--- src/rtl/mem_stage.sv ---
// MEM pipeline stage: byte-serial little-endian loads/stores over an 8-bit RAM port.
// Stalls upstream for N cycles per N-byte access, then writes back in a DONE cycle.
module mem_stage (
   input  logic        clk,
   input  logic        rst,
   input  logic [4:0]  ex_wd,
   input  logic        ex_wreg,
   input  logic [31:0] ex_wdata,
   input  logic [3:0]  ex_memop,
   input  logic [31:0] ex_mem_addr,
   input  logic [31:0] ex_mem_sdata,
   output logic [4:0]  mem_wd,
   output logic        mem_wreg,
   output logic [31:0] mem_wdata,
   output logic        stall_req,
   output logic [31:0] ram_addr,
   output logic        ram_wr,
   output logic [7:0]  ram_dout,
   input  logic [7:0]  ram_din
);

   typedef enum logic [1:0] {StIdle, StAccess, StDone} state_e;

   state_e      state_q, state_d;
   logic [1:0]  cnt_q, cnt_d;
   logic [23:0] ld_buf_q, ld_buf_d;
   logic [3:0]  op_q, op_d;

   logic [3:0]  cur_op;
   logic        is_load, is_store, sext;
   logic [1:0]  last;
   logic [7:0]  st_byte;
   logic [31:0] raw, ld_val;

   // The op is latched on entry so ACCESS/DONE never depend on ex_memop.
   assign cur_op = (state_q == StIdle) ? ex_memop : op_q;

   always_comb begin
      is_load  = 1'b0;
      is_store = 1'b0;
      sext     = 1'b0;
      last     = 2'd0;
      case (cur_op)
         4'd1: begin is_load = 1'b1; sext = 1'b1; end
         4'd2: begin is_load = 1'b1; sext = 1'b1; last = 2'd1; end
         4'd3: begin is_load = 1'b1; last = 2'd3; end
         4'd4: is_load = 1'b1;
         4'd5: begin is_load = 1'b1; last = 2'd1; end
         4'd6: is_store = 1'b1;
         4'd7: begin is_store = 1'b1; last = 2'd1; end
         4'd8: begin is_store = 1'b1; last = 2'd3; end
         default: ;
      endcase
   end

   always_comb begin
      case (cnt_q)
         2'd0:    st_byte = ex_mem_sdata[7:0];
         2'd1:    st_byte = ex_mem_sdata[15:8];
         2'd2:    st_byte = ex_mem_sdata[23:16];
         default: st_byte = ex_mem_sdata[31:24];
      endcase
   end

   // Final byte arrives on ram_din in DONE; earlier bytes sit in the buffer.
   always_comb begin
      case (last)
         2'd0:    raw = {24'h0, ram_din};
         2'd1:    raw = {16'h0, ram_din, ld_buf_q[7:0]};
         default: raw = {ram_din, ld_buf_q};
      endcase
      ld_val = raw;
      if (sext && last == 2'd0) begin
         ld_val = {{24{raw[7]}}, raw[7:0]};
      end else if (sext && last == 2'd1) begin
         ld_val = {{16{raw[15]}}, raw[15:0]};
      end
   end

   always_comb begin
      state_d   = state_q;
      cnt_d     = cnt_q;
      ld_buf_d  = ld_buf_q;
      op_d      = op_q;
      mem_wd    = 5'h0;
      mem_wreg  = 1'b0;
      mem_wdata = 32'h0;
      stall_req = 1'b0;
      ram_addr  = 32'h0;
      ram_wr    = 1'b0;
      ram_dout  = 8'h0;
      case (state_q)
         StIdle: begin
            if (!is_load && !is_store) begin
               mem_wd    = ex_wd;
               mem_wreg  = ex_wreg;
               mem_wdata = ex_wdata;
            end else begin
               stall_req = 1'b1;
               ram_addr  = ex_mem_addr;
               ram_wr    = is_store;
               ram_dout  = is_store ? ex_mem_sdata[7:0] : 8'h0;
               op_d      = ex_memop;
               if (last == 2'd0) begin
                  state_d = StDone;
               end else begin
                  state_d = StAccess;
                  cnt_d   = 2'd1;
               end
            end
         end
         StAccess: begin
            stall_req = 1'b1;
            ram_addr  = ex_mem_addr + {30'h0, cnt_q};
            ram_wr    = is_store;
            ram_dout  = is_store ? st_byte : 8'h0;
            if (is_load) begin
               case (cnt_q)
                  2'd1:    ld_buf_d[7:0]   = ram_din;
                  2'd2:    ld_buf_d[15:8]  = ram_din;
                  2'd3:    ld_buf_d[23:16] = ram_din;
                  default: ;
               endcase
            end
            if (cnt_q == last) begin
               state_d = StDone;
            end else begin
               cnt_d = cnt_q + 2'd1;
            end
         end
         StDone: begin
            if (is_load) begin
               mem_wd    = ex_wd;
               mem_wreg  = ex_wreg;
               mem_wdata = ld_val;
            end
            state_d = StIdle;
            cnt_d   = 2'd0;
         end
         default: state_d = StIdle;
      endcase
      if (rst) begin
         mem_wd    = 5'h0;
         mem_wreg  = 1'b0;
         mem_wdata = 32'h0;
         stall_req = 1'b0;
         ram_addr  = 32'h0;
         ram_wr    = 1'b0;
         ram_dout  = 8'h0;
      end
   end

   always_ff @(posedge clk) begin
      if (rst) begin
         state_q  <= StIdle;
         cnt_q    <= 2'd0;
         ld_buf_q <= 24'h0;
         op_q     <= 4'h0;
      end else begin
         state_q  <= state_d;
         cnt_q    <= cnt_d;
         ld_buf_q <= ld_buf_d;
         op_q     <= op_d;
      end
   end

endmodule

--- config.mk ---
export PLATFORM = sky130hd
export DESIGN_NAME = mem_stage
export DESIGN_NICKNAME = d
export VERILOG_FILES = /design/src/rtl/mem_stage.sv
export SDC_FILE = /design/constraint.sdc
export NUM_CORES = 1
export LEC_CHECK = 0
export BUFFER_PORTS_ARGS = -buffer_cell sky130_fd_sc_hd__buf_2
export CAP_MARGIN = 20
export CORE_MARGIN = 4
export CORE_UTILIZATION = 50
export DETAILED_ROUTE_END_ITERATION = 12
export PLACE_DENSITY = 0.9
export SLEW_MARGIN = 5
export SYNTH_ARGS = -nofsm -noshare
export SYNTH_HDL_FRONTEND = slang
export SYNTH_SLANG_ARGS = --single-unit
--- constraint.sdc ---
create_clock -name clk -period 4.9 [get_ports clk]
set_input_delay 0.49 -clock clk [delete_from_list [all_inputs] [get_ports clk]]
set_output_delay 0.49 -clock clk [all_outputs]
set_load 0.03 [all_outputs]
==> impl_metrics.tcl, run 1 <==
set metrics [dict create \
    path_cells "inv_1 > ha_1 > mux2i_1 > buf_4 > nand3_2 > xor2_1 > and3_1 > inv_1 > a31oi_1 > buf_2" \
    wirelength_mm 13.3 \
    slew_headroom 0.328 \
    slowest_stage "ha_1" \
    cts_root_buffer "clkbuf_8" \
    numCtsBuffers 5 \
    pin_count 196 \
    critPathMaxFanout 18 \
    hold_ws_ps 506 \
    fin_crit_sh 0.812 \
    period_minus_slack_ps 3980 \
    h-tree-depth 2 \
    synth_cell_types 56 \
    first_pass_iters 8 \
    first_global_vias 4495 \
    worst_slack_ps 920 \
    timing.fmax_mhz 251 \
    path_buf_inv 4 \
    fin_skew_ps 7.18 \
    track_usage 0.272 \
    syn-cell-area_sq_um 3890 \
    finalHoldViolations 0 \
    instances_no_fill 827 \
    regArea_sq_um 641 \
    syn2layout_area_growth_pct 27.9 \
    yosys_warnings 0 \
    tightest_slew_ps 1000 \
    cts_max_path_buffers 2 \
    cts_setup_buffers 0 \
    clk_latency_ps 300 \
    cp-start-kind "flip-flop" \
    synth.ff_latch_count 32 \
    hold_depth 2 \
    hold_buffers 0 \
    grt_setup_unrepaired "false" \
    drtIter0Drc 382 \
    min_path_type "flip-flop to flip-flop" \
    antenna_cells 0 \
    arrival_ps 3490 \
    p_per_area_nw_per_um2 442 \
    grt_max_degree 35 \
    path_depth 10 \
    ant_nets 0 \
    grt_pass1_wl_mm 20.5 \
    reg2reg_depth 9 \
    ir_drop_uv 236 \
    gp_congestion 0.881 \
    cts_tree "yes" \
    antenna_found_initial 0 \
    fin_total_pwr_mw 2.20 \
    clk_pin_slew_ps 70 \
    multi_input_area_sq_um 3030 \
    preCtsSetupSlack_ps 1300 \
    setup_viol 0 \
    seq_area_frac_synth 0.165 \
    die_area_sq_um 9260 \
    die_w_microns 96.2 \
    clock-sinks 32 \
    cp.required_ps 4410 \
    core_sq_um 7410 \
    initial_utilization 0.525 \
    dr_total_vias 5036 \
    crit_family "buffers and inverters" \
    dp.cells 819 \
    die_height_microns 96.2 \
    tns_ps 0 \
    drive_above_1_share 0.313 \
    route.detailed.drc 0 \
    fillers 634 \
    p_leak_nw 2.47 \
    rows 31 \
    worst_path_most_repeated_cell "inv_1" \
    syn_inst 562 \
    async_flop_share 0 \
    cap_violations 0 \
    cp_slowest_stage_delay_ps 740 \
    yosys-top-cells-area "dfxtp_1 (16%), nor2_1 (9.9%), mux2i_1 (7.7%)" \
    overflow 0 \
    yosys.area.top_type_share 0.165 \
    end_kind "output port" \
    synth_area_per_cell_sq_um 6.92 \
    post_drt_wl_per_cell_microns 16.1 \
    syn_nets 690 \
    outcome "completed" \
    synth.largest_area_cell "dfxtp_1" \
    reg2reg_slack_ps 1960 \
    cts_resized 0 \
    crit_type "flip-flop to output port" \
    portBuffers 195 \
    synth_edf_count 0 \
    synthFlopType "dfxtp_1" \
    post_drt_via_cell_ratio 6.09 \
    nets 855 \
    maxSlewViolCount 0 \
    hpwl_mm 10.1 \
]
## layout make-up
class,count,area share
sequential,32,0.129
clock inverter,1,0.00603
clock buffer,7,0.0194
inverter,14,0.0106
timing repair buffer,199,0.202
multi-input combinational,475,0.608
tap,99,0.0249
## worst reg2reg max path, stage by stage, from the launching register on
cell	delay, ps
dfxtp_1	330
inv_1	110
ha_1	740
mux2i_1	440
buf_4	260
nand3_2	140
and3_1	310
nand2_4	200
mux2i_1	220
nor2_1	60
## layout by cell type (no fill, tap or decap), drive strengths merged, types with 2 or more instances in the layout
cell       n
nor2     103
mux2       4
inv       13
xnor2     11
or3        2
a211o      8
xor2       5
a22oi     32
o22ai     17
a222oi     8
o31ai      2
o21bai     2
and2       9
a2bb2oi   15
o31a       2
and4       3
dfxtp     32
nand4      9
and3      10
mux2i     33
a31oi     11
o21a       2
o2111ai    2
nor3       8
nor2b      2
o2bb2ai    8
nand3     20
buf      199
a21oi     40
nand2     44
clkbuf     7
o21ai     41
ha        11
## per-layer routing
layer	track usage	vias to the layer above	part of all wire
met2	0.478	318	0.47
met4	0.107	0	0.029
met1	0.330	2271	0.40
met3	0.0391	41	0.10
met5	0	-	0
li1	-	2406	-
## through the flow
stage	instance area (sq um)	util
after floorplan	3890	-
after global placement	4850	0.655
after detailed placement	4850	0.655
after CTS	4980	0.672
after global routing	4980	0.672
final	4980	0.672
## where the power goes
part | total [mW] | switching (mW) | internal (mW)
Sequential | 0.303 | 0.0233 | 0.279
Combinational | 1.61 | 1.07 | 0.545
Clock | 0.285 | 0.106 | 0.179
Total | 2.20 | 1.20 | 1.00
## worst paths after layout
check	start	end
setup / recovery	state_q[0]$_SDFFE_PP0P_	ram_addr[28]
setup reg to reg	state_q[0]$_SDFFE_PP0P_	ld_buf_q[23]$_SDFFE_PP0P_
hold / removal	ld_buf_q[13]$_SDFFE_PP0P_	ld_buf_q[13]$_SDFFE_PP0P_
hold reg to reg	ld_buf_q[13]$_SDFFE_PP0P_	ld_buf_q[13]$_SDFFE_PP0P_
## synthesized netlist by cell type (all sizes together) (10+ instances only)
| library cell | count |
|---|---|
| a21oi | 40 |
| a22oi | 32 |
| a2bb2oi | 15 |
| a31oi | 11 |
| and3 | 10 |
| buf | 13 |
| clkbuf | 28 |
| dfxtp | 32 |
| ha | 11 |
| inv | 13 |
| mux2i | 33 |
| nand2 | 44 |
| nand3 | 20 |
| nor2 | 103 |
| o21ai | 41 |
| o22ai | 17 |
| xnor2 | 11 |
## state kept, by name, summed over array words and instances, names as in the netlist
name	cells
op_q	4
state_q	2
cnt_q	2
ld_buf_q	24
## cells by family (layout without fill, tap and decap cells)
kind of cell	count (synthesis)	count (layout)	synth area share
muxes	37	37	0.104
AOI/OAI and AO/OA	194	194	0.338
and+or+nand+nor	216	216	0.258
DFF	32	32	0.165
adders and majority gates	12	12	0.0405
buffers and inverters	55	221	0.0598
xor gates and xnor gates	16	16	0.0360
No activity file was read; power rests on OpenSTA's default activity.
==> run 2, diff against run 1 <==
--- a/config.mk
+++ b/config.mk
@@ -5,12 +5,13 @@
 export SDC_FILE = /design/constraint.sdc
 export NUM_CORES = 1
 export LEC_CHECK = 0
+export ABC_AREA = 1
 export BUFFER_PORTS_ARGS = -buffer_cell sky130_fd_sc_hd__buf_2
 export CAP_MARGIN = 20
 export CORE_MARGIN = 4
-export CORE_UTILIZATION = 50
+export CORE_UTILIZATION = 49
 export DETAILED_ROUTE_END_ITERATION = 12
-export PLACE_DENSITY = 0.9
+export PLACE_DENSITY = 0.86
 export SLEW_MARGIN = 5
 export SYNTH_ARGS = -nofsm -noshare
 export SYNTH_HDL_FRONTEND = slang
==> constraint.sdc (replaced) <==
create_clock -name clk -period 3.9 [get_ports clk]
set_input_delay 0.39 -clock clk [delete_from_list [all_inputs] [get_ports clk]]
set_output_delay 0.39 -clock clk [all_outputs]
set_load 0.03 [all_outputs]
==> run 2 against run 1 <==
  * Cell area increased by 8.2%
  * Setup slack got worse by 500 ps
  * Wire length increased by 11%
  * Sequential share of layout area decreased by 0.97 points
  * Via count increased by 12%
  * Sequential cell count unchanged
  * Clock skew decreased by 3.1 ps
  * Combinational power increased by 100%
  * Core utilization decreased by 4.8 points
  * Clock-buffer cell count increased by 1
  * Non-clock buffer count increased by 3
  * Hold slack got worse by 110 ps
==> impl_metrics.tcl, run 2 <==
set metrics [dict create \
    finalHoldViolations 0 \
    synth_edf_count 0 \
    antenna_cells 0 \
    track_usage 0.272 \
    cts_root_buffer "clkbuf_8" \
    fillers 879 \
    portBuffers 195 \
    regArea_sq_um 641 \
    fin_total_pwr_mw 3.95 \
    yosys_warnings 0 \
    min_path_type "primary input to flip-flop" \
    arrival_ps 3090 \
    top_register "ld_buf_q" \
    timing.fmax_mhz 287 \
    crit_type "flip-flop to output port" \
    syn2layout_area_growth_pct 24.4 \
    synth_area_per_cell_sq_um 5.69 \
    first_pass_iters 5 \
    clk_pin_slew_ps 70 \
    cp.required_ps 3510 \
    drtIter0Drc 392 \
    async_flop_share 0 \
    gp_congestion 0.989 \
    worst_slack_ps 416 \
    hpwl_mm 11.6 \
    period_minus_slack_ps 3480 \
    nets 1056 \
    ant_nets 0 \
    synth.ff_latch_count 32 \
    syn_inst 760 \
    first_global_vias 4926 \
    maxSlewViolCount 0 \
    syn_nets 888 \
    cp-start-kind "flip-flop" \
    multi_input_area_sq_um 3170 \
    synth_common_cells "nand2_1 (206), a21oi_1 (109), inv_1 (79)" \
    hold_ws_ps 395 \
    pin_count 196 \
    die_area_sq_um 10400 \
    fin_skew_ps 4.09 \
    setup_viol 0 \
    preCtsSetupSlack_ps 601 \
    end_kind "output port" \
    post_drt_wl_per_cell_microns 14.3 \
    ir_drop_uv 322 \
    core_sq_um 8640 \
    synth_cell_types 43 \
    clock-sinks 32 \
    post_drt_via_cell_ratio 5.42 \
    critPathMaxFanout 8 \
    syn-cell-area_sq_um 4330 \
    p_per_area_nw_per_um2 734 \
    fin_crit_sh 0.893 \
    drive_above_1_share 0.288 \
    cts_tree "yes" \
    layout_common_cells "nand2_1 (206), buf_2 (195), a21oi_1 (109)" \
    clk_latency_ps 290 \
    seq_area_frac_synth 0.148 \
    overflow 0 \
    outcome "completed" \
    yosysMostFrequentCell "nand2_1" \
    rows 34 \
    synthFlopType "dfxtp_1" \
    dr_total_vias 5616 \
    initial_utilization 0.501 \
    yosys-top-cells-area "nand2_1 (18%), dfxtp_1 (15%), a21oi_1 (13%)" \
    antenna_found_initial 0 \
    cap_violations 0 \
    largest_reg_flops 24 \
    slew_headroom 0.581 \
    yosys.area.top_type_share 0.179 \
    layout_commonest_cell "nand2_1" \
    tns_ps 0 \
    tightest_slew_ps 628 \
    hold_depth 3 \
    cts_max_path_buffers 2 \
    wirelength_mm 14.9 \
    reg_top3 "ld_buf_q x24, op_q x4" \
    die_w_microns 102 \
    numCtsBuffers 5 \
    route.detailed.drc 0 \
    grt_pass1_wl_mm 23.1 \
    p_leak_nw 2.59 \
    synth.largest_area_cell "nand2_1" \
    die_height_microns 102 \
    grt_setup_unrepaired "false" \
    h-tree-depth 2 \
    grt_max_degree 53 \
    reg2reg_depth 11 \
]
[run 2: cell count changes in the layout (fill, tap and decap cells not counted), sizes merged, moves of 16 or more]
cell / previous run / this run
nand2: 44 / 232
inv: 13 / 85
a21oi: 40 / 111
nor2: 103 / 56
mux2i: 33 / 0
nand3: 20 / 53
a22oi: 32 / 0
o22ai: 17 / 0
o21ai: 41 / 57
[run 2: per-stage QoR]
| step | utilization | instance area [sq um] | instances |
|---|---|---|---|
| final | 0.623 | 5380 | 1037 |
| after global routing | 0.623 | 5380 | 1037 |
| after CTS | 0.623 | 5380 | 1037 |
| after detailed placement | 0.612 | 5290 | 1029 |
| after global placement | 0.612 | 5290 | 1029 |
| after floorplan | - | 4330 | 760 |
[run 2: worst paths after layout]
check | endpoint | from | slack, ps
max | ram_addr[22] | cnt_q[0]$_SDFFE_PP0P_ | 420
min reg2reg | ld_buf_q[19]$_SDFFE_PP0P_ | ld_buf_q[19]$_SDFFE_PP0P_ | 450
min | op_q[0]$_SDFFE_PP0P_ | ex_memop[0] | 400
max reg2reg | ld_buf_q[22]$_SDFFE_PP0P_ | state_q[0]$_SDFFE_PP0P_ | 1400
[run 2: worst max-delay path, stage by stage, from the launching register on]
cell and delay, ps:
dfxtp_1 520, ha_1 250, fa_1 230, nand2_1 80, nor2_1 220, nand4_1 290, nor3_2 350, nand3_1 180
inv_1 140, nand2_1 60, nand2_1 70, nand3_1 60, a21oi_1 140, buf_2 220
[run 2: logic make-up after synthesis]
group / after synthesis / share of synthesized area
simple gates: 377 / 0.408
compound gates: 212 / 0.284
buf+inv: 126 / 0.122
flops: 32 / 0.148
fa+ha+maj: 12 / 0.0364
xor+xnor: 1 / 0.00202
[run 2: repair_timing]
| action | in CTS | in global routing |
|---|---|---|
| buffers inserted | 0 | 0 |
| resized for setup | 0 | 2 |
| setup endpoints to repair | 0 | 24 |
| hold buffers | 0 | 0 |
[run 2: final cells by class]
| class | instances | share of cell area |
|---|---|---|
| Clock buffer | 8 | 0.0167 |
| Inverter | 85 | 0.0593 |
| Multi-Input combinational cell | 602 | 0.589 |
| Sequential cell | 32 | 0.119 |
| Tap cell | 108 | 0.0251 |
| Timing Repair Buffer | 202 | 0.191 |
[run 2: metal layers]
layer | vias to the layer above | wire (microns) | global-route usage
li1 | 2881 | - | -
met1 | 2488 | 6130 | 0.344
met2 | 215 | 7300 | 0.472
met3 | 32 | 1140 | 0.0498
met4 | 0 | 280 | 0.0757
met5 | - | 0 | 0
[run 2: power breakdown]
group          switching, mW  internal [mW]  leakage, nW
Clock                  0.124          0.144       0.0455
Sequential            0.0355          0.365        0.259
Combinational           2.35          0.929         2.28
